`src/rtl/accel_pkg.sv`:
```
// Shared types and constants for the accelerometer BCD conversion path.
// Holds the converter FSM encoding, the default digit count and the BCD nibble width.
package accel_pkg;

  localparam int DIGITS_DEF = 5;
  localparam int NIB_W      = 4;

  typedef enum logic [1:0] {
    ST_IDLE  = 2'd0,
    ST_ABS   = 2'd1,
    ST_SHIFT = 2'd2,
    ST_DONE  = 2'd3
  } state_t;

endpackage

```
`src/rtl/bcd_nibble_adj.sv`:
```
// Double-dabble correction cell: a BCD nibble of 5 or more gets +3
// so that the following left shift carries correctly into the next digit.
module bcd_nibble_adj
  import accel_pkg::*;
(
  input  logic [NIB_W-1:0] nib_in,
  output logic [NIB_W-1:0] nib_out
);

  assign nib_out = (nib_in >= 4'd5) ? (nib_in + 4'd3) : nib_in;

endmodule

```
`src/rtl/accel_bcd_convert.sv`:
```
// Signed axis sample to sign + packed BCD, using a bit-serial double-dabble engine.
// A one-deep pending slot absorbs strobes that arrive while a conversion is running.
module accel_bcd_convert
  import accel_pkg::*;
#(
  parameter int DATA_W = 16,
  parameter int DIGITS = DIGITS_DEF
) (
  input  logic                  clk,
  input  logic                  reset_n,
  input  logic                  sample_valid,
  input  logic [DATA_W-1:0]     sample_in,
  output logic                  sign,
  output logic [NIB_W*DIGITS-1:0] bcd,
  output logic                  bcd_valid,
  output logic                  busy,
  output logic                  overrun
);

  localparam int CNT_W = $clog2(DATA_W);
  localparam int ACC_W = NIB_W * DIGITS;
  localparam logic [CNT_W-1:0] CNT_LAST = CNT_W'(DATA_W - 1);

  state_t            state_q, state_d;
  logic [DATA_W-1:0] sample_q, sample_d;
  logic [DATA_W-1:0] pend_q, pend_d;
  logic              pend_full_q, pend_full_d;
  logic              overrun_q, overrun_d;
  logic              sign_lat_q, sign_lat_d;
  logic [DATA_W-1:0] mag_q, mag_d;
  logic [ACC_W-1:0]  acc_q, acc_d;
  logic [CNT_W-1:0]  cnt_q, cnt_d;
  logic              sign_q, sign_d;
  logic [ACC_W-1:0]  bcd_q, bcd_d;
  logic              bcd_valid_q, bcd_valid_d;
  logic [ACC_W-1:0]  acc_adj;

  generate
    for (genvar gi = 0; gi < DIGITS; gi++) begin : g_adj
      bcd_nibble_adj u_adj (
        .nib_in  (acc_q[gi*NIB_W +: NIB_W]),
        .nib_out (acc_adj[gi*NIB_W +: NIB_W])
      );
    end
  endgenerate

  always_comb begin
    state_d     = state_q;
    sample_d    = sample_q;
    pend_d      = pend_q;
    pend_full_d = pend_full_q;
    overrun_d   = overrun_q;
    sign_lat_d  = sign_lat_q;
    mag_d       = mag_q;
    acc_d       = acc_q;
    cnt_d       = cnt_q;
    sign_d      = sign_q;
    bcd_d       = bcd_q;
    bcd_valid_d = 1'b0;

    if (state_q == ST_IDLE) begin
      // Pending sample goes first; a simultaneous new strobe refills the slot.
      if (pend_full_q) begin
        sample_d    = pend_q;
        pend_full_d = 1'b0;
        state_d     = ST_ABS;
        if (sample_valid) begin
          pend_d      = sample_in;
          pend_full_d = 1'b1;
        end
      end else if (sample_valid) begin
        sample_d = sample_in;
        state_d  = ST_ABS;
      end
    end else if (sample_valid) begin
      pend_d      = sample_in;
      pend_full_d = 1'b1;
      if (pend_full_q) begin
        overrun_d = 1'b1;
      end
    end

    case (state_q)
      ST_ABS: begin
        sign_lat_d = sample_q[DATA_W-1];
        // Unsigned result, so the most negative input maps to 2^(DATA_W-1) cleanly.
        mag_d      = sample_q[DATA_W-1] ? (~sample_q + DATA_W'(1)) : sample_q;
        acc_d      = '0;
        cnt_d      = '0;
        state_d    = ST_SHIFT;
      end
      ST_SHIFT: begin
        {acc_d, mag_d} = {acc_adj, mag_q} << 1;
        cnt_d          = cnt_q + CNT_W'(1);
        if (cnt_q == CNT_LAST) begin
          state_d = ST_DONE;
        end
      end
      ST_DONE: begin
        bcd_d       = acc_q;
        sign_d      = sign_lat_q;
        bcd_valid_d = 1'b1;
        state_d     = ST_IDLE;
      end
      default: ;
    endcase
  end

  always_ff @(posedge clk or negedge reset_n) begin
    if (!reset_n) begin
      state_q     <= ST_IDLE;
      sample_q    <= '0;
      pend_q      <= '0;
      pend_full_q <= 1'b0;
      overrun_q   <= 1'b0;
      sign_lat_q  <= 1'b0;
      mag_q       <= '0;
      acc_q       <= '0;
      cnt_q       <= '0;
      sign_q      <= 1'b0;
      bcd_q       <= '0;
      bcd_valid_q <= 1'b0;
    end else begin
      state_q     <= state_d;
      sample_q    <= sample_d;
      pend_q      <= pend_d;
      pend_full_q <= pend_full_d;
      overrun_q   <= overrun_d;
      sign_lat_q  <= sign_lat_d;
      mag_q       <= mag_d;
      acc_q       <= acc_d;
      cnt_q       <= cnt_d;
      sign_q      <= sign_d;
      bcd_q       <= bcd_d;
      bcd_valid_q <= bcd_valid_d;
    end
  end

  assign sign      = sign_q;
  assign bcd       = bcd_q;
  assign bcd_valid = bcd_valid_q;
  assign busy      = (state_q != ST_IDLE) || pend_full_q;
  assign overrun   = overrun_q;

endmodule

```
`config.mk`:
```
export PLATFORM = sky130hd
export DESIGN_NAME = accel_bcd_convert
export DESIGN_NICKNAME = d
export VERILOG_FILES = /design/src/rtl/accel_pkg.sv /design/src/rtl/bcd_nibble_adj.sv /design/src/rtl/accel_bcd_convert.sv
export SDC_FILE = /design/constraint.sdc
export NUM_CORES = 1
export LEC_CHECK = 0
export ABC_CLOCK_PERIOD_IN_PS = 4400
export CAP_MARGIN = 20
export CORE_MARGIN = 2
export CORE_UTILIZATION = 40
export DETAILED_ROUTE_END_ITERATION = 10
export GPL_ROUTABILITY_DRIVEN = 0
export GPL_TIMING_DRIVEN = 1
export HOLD_SLACK_MARGIN = 0.05
export SLEW_MARGIN = 0
export SYNTH_ARGS = -nofsm -noshare
export SYNTH_HDL_FRONTEND = slang
export SYNTH_SLANG_ARGS = --single-unit
```
`constraint.sdc`:
```
create_clock -name clk -period 4.4 [get_ports clk]
set_input_delay 0.44 -clock clk [delete_from_list [all_inputs] [get_ports clk]]
set_output_delay 0.44 -clock clk [all_outputs]
set_load 0.005 [all_outputs]
```
==> reports/metrics.csv, run 1 <==
metric,value,unit
synthXorXnorAreaFrac,0.0256,
avgRoutedWirePerCell,14.6,um
finalPower,3.48,mW
slew_viol_final,0,
synth_edf_count,0,
clockBufferDepth,2,
fmax,377,MHz
clk_pin_slew,0.07,ns
synthTopCellsByArea,"dfrtp_1 52%, mux2_2 9.4%, mux2i_1 5.0%, ha_1 4.2%, o21ai_0 2.8%",
wl,8720,um
io_pins,43,
n_antenna_cell,0,
ys_ff_latch,99,
finalClockSkew,0.00750,ns
cp-end-kind,flop,
antenna_found_initial,0,
vdd_drop_max,0.368,mV
crit_fanout,24,
synth.yosys.seq_area_share,0.518,
synth_top_family_by_area,multiplexers,
syn_nets,451,
area_growth,18.4,%
ant_nets,0,
layout_commonest_cell,dfrtp_1,
cts_buffers,9,
vias_per_cell,5.38,
grt_setup_unrepaired,no,
first_pass_iters,4,
io_buffers,42,
dr_total_vias,3217,
syn_area,0.00479,mm^2
die_w,113,um
arrival,2.90,ns
slew_headroom,0.343,
dieArea,0.0129,mm^2
synth_adder_area_share,0.0439,
row_count,39,
place_ws,1.73,ns
grt_pass1_wl,15300,um
die_h,113,um
ys_warn_count,0,
cts_root_buf,clkbuf_16,
holdBufCountCts,0,
synth_top_area_share,0.518,
grt_max_degree,66,
final_area,0.00567,mm^2
crit_type,reg -> reg,
fin_crit,2.65,ns
dp_hpwl,5860,um
fin_setup_tns,0,ns
final_cell_mix,"99 x dfrtp_1, 41 x clkdlybuf4s50_1, 40 x mux2_2, 33 x nand2_1, 27 x o21ai_0",
layout_setup_ws,1.75,ns
cts_tree,built,
finalSetupViolCount,0,
ys_types,45,
cp-start-kind,flop,
postCtsSetupRepairBufs,0,
asyncSetResetFlopFracSynth,1.00,
drt_iter0_drc,193,
synth_mux_area_frac,0.144,
placed_area,0.00533,mm^2
max_cap_violations,0,
postSynthCellCount,416,
hold_viol,0,
cts-resized-gates,0,
synth-simple-area-share,0.101,
synth_area_per_cell,11.5,um^2
drive_above_1_share,0.145,
worst_pin_slew,0.985,ns
required,4.65,ns
ys.flop_type,dfrtp_1,
nNetsFinal,485,
status,"finished, final reports clean",
p_leak,2.50,nW
drcViolationCount,0,
start_util,0.414,
grt_usage,0.148,
synth_top_area_cell,dfrtp_1,
htreeDepth,3,
cts.sinks,99,
grt-ovfl-total,0,
clock_latency,0.34,ns
synth_compound_gate_area_share,0.134,
min_path_type,in -> async,
period_share,0.603,
core,0.0116,mm^2
power.density,615,mW/mm^2
first_global_vias,3174,
[critical path: stages, from the launching register on]
cell and delay (ns):
dfrtp_1 0.40, inv_1 0.10, ha_1 0.64, inv_1 0.42
nor2_1 0.74, a22oi_1 0.15, o31ai_1 0.11
[cell type report]
cell class	instances	area [um^2]
Fill cell	1047	5900
Sequential cell	99	2480
Multi-Input combinational cell	275	2150
Timing Repair Buffer	47	455
Clock buffer	13	270
Tap cell	143	179
Clock inverter	3	68.8
Inverter	18	67.6
[where the power goes]
group,internal (mW),switching (mW)
clock network,0.546,0.328
logic,0.550,0.639
registers,1.16,0.257
[flip-flops by register name, indices dropped and copies added (netlist names)]
signal and count:
bcd_valid 1, sign 1, pend_q 16, mag_q 16
sample_q 16, sign_lat_q 1, acc_q 20, pend_full_q 1
overrun 1, state_q 2, cnt_q 4, bcd 20
[cells in the mapped netlist (3+ instances only)]
master      n
a22o_1      6
and3_1      4
xor2_1      4
o32ai_1     5
xnor2_1    10
nand2b_1    7
nand4_1     6
ha_1       16
dfrtp_1    99
clkbuf_1   19
nand2_1    33
nor2b_1     3
o2111ai_1   4
o21ai_0    27
a31oi_1     5
nor3_1      3
o2bb2ai_1   7
nor2_1      7
or3_1       3
o22ai_1     5
a21oi_1    13
a221o_1     4
mux2i_1    24
mux2_2     40
a211o_1     4
nor3b_1    11
a22oi_1     3
inv_1      18
[worst paths after layout]
path | start | to | slack [ns] | cells after the start
setup / recovery | state_q[0]$_DFF_PN0_ | mag_q[15]$_DFFE_PN0P_ | 1.75 | 6
hold / removal | reset_n | acc_q[4]$_DFFE_PN0P_ | 0.18 | 1
setup reg to reg | state_q[0]$_DFF_PN0_ | mag_q[15]$_DFFE_PN0P_ | 1.75 | 6
hold reg to reg | overrun$_DFFE_PN0P_ | overrun$_DFFE_PN0P_ | 0.47 | 1
max in group asynchronous | reset_n | sample_q[15]$_DFFE_PN0P_ | 3.28 | 2
min in group clk | overrun$_DFFE_PN0P_ | overrun$_DFFE_PN0P_ | 0.47 | 1
[cells by family (layout without fill, tap and decap cells)]
family / Yosys count / in the layout
AOI/OAI and AO/OA: 93 / 93
adders and majority gates: 17 / 17
DFF: 99 / 99
xor gates and xnor gates: 14 / 14
muxes: 64 / 64
buffers and inverters: 42 / 81
and+or+nand+nor: 87 / 87
[layer usage]
layer  part of all wire  wire (um)  track usage
met1               0.48       4160        0.198
met2               0.47       4110        0.238
met3              0.045        394       0.0484
met5                  0          0            0
met4             0.0058         51       0.0293
[per-stage QoR]
step | utilization | hold WS [ns] | cells
after detailed placement | 0.461 | 0.468 | 582
after floorplan | - | 0.144 | 416
after global routing | 0.490 | 0.260 | 598
final | 0.490 | 0.180 | 598
after CTS | 0.490 | 0.221 | 598
after global placement | 0.461 | 0.460 | 582
(Power assumes the default switching activity.)
==> inputs of run 2 (changes only) <==
ABC_CLOCK_PERIOD_IN_PS = 2600   (was 4400)
clock period = 2.6 ns   (was 4.4 ns; I/O delays follow)
==> run 2 against run 1 <==
Routed wire length up 6.4%. Critical path depth decreased by 1. Non-clock buffer count grew 6. Fmax rose by 33%. Utilization up 0.087 points. Clock-buffer cell count is 1 lower. Flip-flop and latch count unchanged. Critical path type unchanged. Via count increased by 0.96%. Die area did not move. Global-route usage is 0.62 points higher. Sequential power grew 65%.
==> reports/metrics.csv, run 2 (synthesis results as in run 1) <==
metric,value,unit,change
fin_setup_tns,0,ns,unchanged
finalClockSkew,0.00591,ns,was 0.00750 ns
arrival,2.24,ns,was 2.90 ns
p_leak,2.50,nW,about the same
cp-end-kind,flop,,unchanged
cts_tree,built,,unchanged
ant_nets,0,,unchanged
crit_fanout,34,,was 24
vias_per_cell,5.39,,was 5.38
vdd_drop_max,0.678,mV,was 0.368 mV
dr_total_vias,3248,,was 3217
period_share,0.770,,was 0.603
dieArea,0.0129,mm^2,unchanged
first_global_vias,3277,,was 3174
area_growth,18.6,%,was 18.4%
grt_pass1_wl,16000,um,was 15300 um
drive_above_1_share,0.154,,was 0.145
start_util,0.414,,unchanged
die_h,113,um,unchanged
clock_latency,0.34,ns,about the same
row_count,39,,unchanged
holdBufCountCts,1,,was 0
cts.sinks,99,,unchanged
finalSetupViolCount,0,,unchanged
status,"finished, final reports clean",,unchanged
layout_commonest_cell,dfrtp_1,,unchanged
drcViolationCount,0,,unchanged
power.density,1020,mW/mm^2,was 615 mW/mm^2
cp-start-kind,flop,,unchanged
cts_root_buf,clkbuf_16,,unchanged
io_buffers,42,,unchanged
io_pins,43,,unchanged
cts-resized-gates,0,,unchanged
layout_setup_ws,0.599,ns,was 1.75 ns
cts_buffers,9,,unchanged
n_antenna_cell,0,,unchanged
htreeDepth,3,,unchanged
grt_setup_unrepaired,no,,unchanged
avgRoutedWirePerCell,15.4,um,was 14.6 um
dp_hpwl,6250,um,was 5860 um
fmax,500,MHz,was 377 MHz
final_cell_mix,"99 x dfrtp_1, 41 x clkdlybuf4s50_1, 40 x mux2_2, 33 x nand2_1, 27 x o21ai_0",,unchanged
clockBufferDepth,2,,unchanged
whs,0.431,ns,was 0.180 ns
first_pass_iters,4,,unchanged
grt_max_degree,61,,was 66
clk_pin_slew,0.07,ns,about the same
die_w,113,um,unchanged
fin_crit,2.00,ns,was 2.65 ns
core,0.0116,mm^2,unchanged
postCtsSetupRepairBufs,0,,unchanged
wl,9280,um,was 8720 um
place_ws,0.652,ns,was 1.73 ns
required,2.84,ns,was 4.65 ns
crit_type,reg -> reg,,unchanged
min_path_type,in -> async,,unchanged
grt_usage,0.154,,was 0.148
hold_viol,0,,unchanged
nNetsFinal,491,,was 485
slew_headroom,0.547,,was 0.343
worst_pin_slew,0.677,ns,was 0.985 ns
drt_iter0_drc,142,,was 193
antenna_found_initial,0,,unchanged
place_inst,587,,was 582
slew_viol_final,0,,unchanged
finalPower,5.78,mW,was 3.48 mW
fin_cells,603,,was 598
grt-ovfl-total,0,,unchanged
max_cap_violations,0,,unchanged
fill_cells,1072,,was 1047
-- run 2: worst paths after layout --
path                                       from  slack (ns)                    end  cells after the start
setup reg to reg           state_q[1]$_DFF_PN0_        0.60  acc_q[16]$_DFFE_PN0P_                      5
max in group asynchronous               reset_n        1.46   acc_q[0]$_DFFE_PN0P_                      3
setup / recovery           state_q[1]$_DFF_PN0_        0.60  acc_q[16]$_DFFE_PN0P_                      5
hold reg to reg             overrun$_DFFE_PN0P_        0.46    overrun$_DFFE_PN0P_                      1
min in group clk            overrun$_DFFE_PN0P_        0.46    overrun$_DFFE_PN0P_                      1
hold / removal                          reset_n        0.43     bcd[4]$_DFFE_PN0P_                      2
-- run 2: final cells by class --
type | instances | area, um^2 | share of cell area
Sequential cell | 99 | 2480 | 0.436
Tap cell | 143 | 179 | 0.0315
Timing Repair Buffer | 53 | 515 | 0.0908
Multi-Input combinational cell | 275 | 2150 | 0.378
Clock buffer | 12 | 267 | 0.0469
Inverter | 18 | 67.6 | 0.0119
Clock inverter | 3 | 22.5 | 0.00397
-- run 2: per-layer routing --
layer | vias up | wire length (um) | track usage | share of wire
met5 | - | 0 | 0 | 0
met4 | 0 | 147 | 0.0512 | 0.016
met3 | 11 | 309 | 0.0372 | 0.033
met2 | 57 | 4530 | 0.255 | 0.49
met1 | 1593 | 4290 | 0.200 | 0.46
li1 | 1587 | - | - | -
-- run 2: worst max-delay path, cell delays in order (launching register included) --
cell and delay [ns]:
dfrtp_1 0.40, inv_1 0.09, ha_1 0.29, buf_4 0.33
nand2_1 0.38, o32ai_1 0.40
-- run 2: metrics by stage --
step                area, um^2   util
detailed placement        5380  0.465
floorplan                 4790      -
global route              5680  0.491
global placement          5380  0.465
finish                    5680  0.491
CTS                       5680  0.491
-- run 2: power breakdown --
group          leakage (nW)  switching [mW]  internal, mW  total [mW]
sequential             1.28           0.371          1.97        2.34
clock                 0.133           0.571         0.722        1.29
combinational          1.09            1.18         0.959        2.14
